==> config.mk <==
export PLATFORM = sky130hd
export DESIGN_NAME = ex_mem_stage
export DESIGN_NICKNAME = d
export VERILOG_FILES = /design/src/rtl/ex_mem_stage.sv
export SDC_FILE = /design/constraint.sdc
export NUM_CORES = 1
export LEC_CHECK = 0
export BUFFER_PORTS_ARGS = -buffer_cell sky130_fd_sc_hd__buf_2
export CAP_MARGIN = 20
export CORE_ASPECT_RATIO = 1.2
export CORE_MARGIN = 4
export CORE_UTILIZATION = 45
export DETAILED_ROUTE_END_ITERATION = 7
export PLACE_DENSITY = 0.72
export SYNTH_ARGS = -nofsm -noshare
export SYNTH_HDL_FRONTEND = slang
export SYNTH_SLANG_ARGS = --single-unit
==> constraint.sdc <==
create_clock -name clk_i -period 2.29 [get_ports clk_i]
set_clock_uncertainty 0.2 [all_clocks]
set_input_delay 0.458 -clock clk_i [delete_from_list [all_inputs] [get_ports clk_i]]
set_output_delay 0.458 -clock clk_i [all_outputs]
set_load 0.02 [all_outputs]
==> src/rtl/ex_mem_stage.sv <==
// EX/MEM pipeline stage: valid/ready handshake with a main entry, one skid
// entry and flush. Control bits are gated to zero whenever no entry is valid.
module ex_mem_stage #(
  parameter int unsigned DATA_W = 32,
  parameter int unsigned CTRL_W = 4,
  parameter int unsigned ADDR_W = 5
) (
  input  logic              clk_i,
  input  logic              rst_i,
  input  logic              flush_i,
  input  logic              in_valid_i,
  output logic              in_ready_o,
  input  logic [CTRL_W-1:0] ctrl_i,
  input  logic [DATA_W-1:0] alu_i,
  input  logic [DATA_W-1:0] rs2_i,
  input  logic [ADDR_W-1:0] rd_i,
  output logic              out_valid_o,
  input  logic              out_ready_i,
  output logic [CTRL_W-1:0] ctrl_o,
  output logic [DATA_W-1:0] alu_o,
  output logic [DATA_W-1:0] rs2_o,
  output logic [ADDR_W-1:0] rd_o,
  output logic [1:0]        count_o
);

  typedef enum logic [1:0] {
    EMPTY = 2'd0,
    FULL  = 2'd1,
    SKID  = 2'd2
  } state_t;

  state_t state_q, state_d;

  logic [CTRL_W-1:0] m_ctrl_q, s_ctrl_q;
  logic [DATA_W-1:0] m_alu_q,  s_alu_q;
  logic [DATA_W-1:0] m_rs2_q,  s_rs2_q;
  logic [ADDR_W-1:0] m_rd_q,   s_rd_q;

  logic load_m_in, load_m_skid, load_s;

  // State register with synchronous active-low reset.
  always_ff @(posedge clk_i) begin
    if (!rst_i) state_q <= EMPTY;
    else        state_q <= state_d;
  end

  // Next-state and entry-load decisions; flush beats every transition.
  always_comb begin
    state_d     = state_q;
    load_m_in   = 1'b0;
    load_m_skid = 1'b0;
    load_s      = 1'b0;
    if (flush_i) begin
      state_d = EMPTY;
    end else begin
      unique case (state_q)
        EMPTY: begin
          if (in_valid_i) begin
            load_m_in = 1'b1;
            state_d   = FULL;
          end
        end
        FULL: begin
          if (in_valid_i && out_ready_i) begin
            load_m_in = 1'b1;
          end else if (!in_valid_i && out_ready_i) begin
            state_d = EMPTY;
          end else if (in_valid_i && !out_ready_i) begin
            load_s  = 1'b1;
            state_d = SKID;
          end
        end
        SKID: begin
          if (out_ready_i) begin
            load_m_skid = 1'b1;
            state_d     = FULL;
          end
        end
        default: state_d = EMPTY;
      endcase
    end
  end

  // Entry storage; data fields survive a flush, only reset clears them.
  always_ff @(posedge clk_i) begin
    if (!rst_i) begin
      m_ctrl_q <= '0;
      m_alu_q  <= '0;
      m_rs2_q  <= '0;
      m_rd_q   <= '0;
      s_ctrl_q <= '0;
      s_alu_q  <= '0;
      s_rs2_q  <= '0;
      s_rd_q   <= '0;
    end else begin
      if (load_m_in) begin
        m_ctrl_q <= ctrl_i;
        m_alu_q  <= alu_i;
        m_rs2_q  <= rs2_i;
        m_rd_q   <= rd_i;
      end else if (load_m_skid) begin
        m_ctrl_q <= s_ctrl_q;
        m_alu_q  <= s_alu_q;
        m_rs2_q  <= s_rs2_q;
        m_rd_q   <= s_rd_q;
      end
      if (load_s) begin
        s_ctrl_q <= ctrl_i;
        s_alu_q  <= alu_i;
        s_rs2_q  <= rs2_i;
        s_rd_q   <= rd_i;
      end
    end
  end

  // Outputs decoded from registered state only; ctrl gated by valid.
  always_comb begin
    in_ready_o  = (state_q != SKID);
    out_valid_o = (state_q != EMPTY);
    ctrl_o      = out_valid_o ? m_ctrl_q : '0;
    alu_o       = m_alu_q;
    rs2_o       = m_rs2_q;
    rd_o        = m_rd_q;
    unique case (state_q)
      FULL:    count_o = 2'd1;
      SKID:    count_o = 2'd2;
      default: count_o = 2'd0;
    endcase
  end

endmodule

==> impl_metrics.py <==
metrics = {
    "routing": {
        "antenna_left": 0,
        "drt_iter0_drc": 405,
        "drc": 0,
        "vias": 5820,
        "avgRoutedWirePerCell_um": 17.5,
        "vias_per_cell": 5.71,
        "routed_wirelength_um": 17900,
        "dr.pass1.iters": 5,
    },
    "clock_tree": {
        "root_buffer": "clkbuf_16",
        "cts_tree": "yes",
        "clk_latency_ns": 0.41,
        "clk_pin_slew_worst_paths_ns": 0.06,
        "cts.sinks": 148,
        "ctsResizeCount": 2,
        "htree_levels": 4,
        "cts_setup_buffers": 0,
        "cts_hold_buf": 0,
        "cts-buffers-inserted": 17,
        "cts_buffer_depth": 2,
    },
    "sta": {
        "timing.hold.ws_ns": 0.0873,
        "tightest_slew_ns": 0.491,
        "relSlewSlack_pct": 67.2,
        "clock.fmax_mhz": 467,
        "finalHoldViolCount": 0,
        "period_minus_slack_ns": 2.14,
        "setup_viol_count_final": 0,
        "fin_crit_sh_pct": 93.6,
        "rsz0062_at_grt": "false",
        "setup_tns_ns": 0,
        "slew_violations": 0,
    },
    "setup_path": {
        "crit_family": "flip-flops",
        "cp-end-kind": "primary output",
        "crit_buf_inv": 1,
        "cp_max_fo": 11,
        "worstPathRequired_ns": 1.63,
        "crit_path_cell_trace": "nor2_1 -> nor2b_1 -> buf_2",
        "r2r_start": "state_q[0]",
        "critPathKind": "flip-flop to primary output",
        "r2r_slack_ns": 0.49,
        "r2r_cells": 4,
        "crit_slowest_cell": "dfxtp_2",
        "timing.rr.end": "alu_o[5]",
        "max_stage_delay_ns": 0.49,
        "startpoint_type": "flip-flop",
        "cp.arrival_ns": 1.48,
    },
    "logic_synthesis": {
        "synth_area_um2": 6660,
        "syn_inst": 697,
        "syn-num-nets": 778,
        "synth_edf_count": 0,
        "ys_ff_latch": 148,
        "yosysUniqueCellTypes": 27,
        "yosysSeqAreaShare_pct": 44.5,
        "yosys_warnings": 0,
        "synthFlopType": "dfxtp_1",
        "async_flop_share_pct": 0,
        "synth_top_area_cell": "dfxtp_1",
        "synth_top_area_share_pct": 44.5,
        "syn_avg_cell_area_um2": 9.55,
        "synth.area.top_cells": "dfxtp_1 44%, a21boi_1 11%, a32oi_1 9.6%",
    },
    "final_layout": {
        "drive_gt1_share_pct": 25.6,
        "area_growth_pct": 19.3,
        "mostFrequentLayoutCells": "153 x buf_2, 147 x nand2_1, 146 x dfxtp_1",
        "final_nets": 892,
        "final_common_cell": "buf_2",
        "num_antenna_cells": 0,
    },
    "grt": {
        "grt_pass1_wl_um": 29000,
        "antenna_found_initial": 2,
        "grt_use_total_pct": 21.2,
        "grt_max_degree": 70,
        "grt-ovfl-total": 0,
        "grt_pass1_vias": 5695,
    },
    "min_path": {
        "min_to": "s_alu_q[19]",
        "hp-start": "alu_i[19]",
        "whs_path_depth": 3,
        "hold_path_class": "input pin to flip-flop",
    },
    "flow_run": {
        "cap_violations": 0,
    },
    "floorplanning": {
        "initial_core_util_pct": 46.0,
        "core_area_um2": 14500,
        "die_h_um": 141,
        "dieArea_um2": 16800,
        "die_w_um": 119,
        "io_pins": 155,
        "rows": 48,
    },
    "power": {
        "pwr_density_cell_nw_per_um2": 745,
        "leakage_uw": 0.00296,
        "ir_drop_uv": 407,
    },
    "outcome": {
        "outcome": "completed",
    },
    "place": {
        "hpwl_um": 11100,
        "gp_congestion": 0.790,
        "port_buffers": 154,
    },
}
where the power goes:
part,switching (uW),internal (uW)
registers,42.0,2650
logic,371,249
clock network,1010,1600
cell families (layout without fill, tap and decap cells):
kind of cell / count (synthesis) / in the layout / share of synthesized area (%)
compound gates: 296 / 296 / 34.7
buf+inv: 84 / 207 / 9.45
fa+ha+maj: 3 / 3 / 0.564
flops: 148 / 148 / 44.5
mux: 2 / 2 / 0.564
simple gates: 164 / 164 / 10.2
synthesized netlist by cell type, drive strengths merged, types with 3 or more instances:
master	n
o211ai	73
buf	56
clkbuf	24
nand2b	3
nor2b	6
nand2	147
inv	4
ha	3
a21boi	146
dfxtp	148
a32oi	73
worst max path at each step:
stage,from,end,depth (start not counted)
finish,state_q[0],ctrl_o[1],3
global route,state_q[0],ctrl_o[2],3
CTS,state_q[1],ctrl_o[1],3
detailed placement,in_valid_i,rs2_o[17],6
global placement,in_valid_i,alu_o[9],6
floorplan,in_valid_i,alu_o[0],6
cell type report:
class	instances	area [um2]
inverter	4	15.0
multi-input combinational	465	3100
tap	200	250
clock inverter	7	85.1
sequential	148	2970
clock buffer	21	450
fill	1347	6530
timing repair buffer	175	1080
per-stage QoR:
stage | area [um2] | total power, uW | util, % | instances | setup slack [ns]
floorplan | 6660 | 3150 | - | 697 | 0.497
global placement | 7410 | 3360 | 51.2 | 992 | 0.185
detailed placement | 7410 | 3370 | 51.2 | 992 | 0.168
CTS | 7950 | 5970 | 54.9 | 1020 | 0.0974
global route | 7950 | 6140 | 54.9 | 1020 | 0.0413
finish | 7950 | 5920 | 54.9 | 1020 | 0.147
per-layer routing:
layer  up-vias  track usage (%)  routed length, um
met1      2827             26.3               7850
met2       175             35.5               8640
li1       2787                -                  -
met4         4             8.11                308
met5         -                0                 14
met3        27             5.54               1070
worst reg2reg max path, stage by stage, from the launching register on:
cell and delay [ns]:
dfxtp_2 0.40, nand4bb_4 0.53, buf_12 0.34, o211ai_1 0.09, a21boi_0 0.11
state kept, by name, summed over array words and instances (netlist names):
name and flops:
alu_o 32, s_rs2_q 32, s_alu_q 32, m_ctrl_q 4
rd_o 5, state_q 2, rs2_o 32, s_ctrl_q 4
s_rd_q 5
No activity file was read; power rests on OpenSTA's default activity.
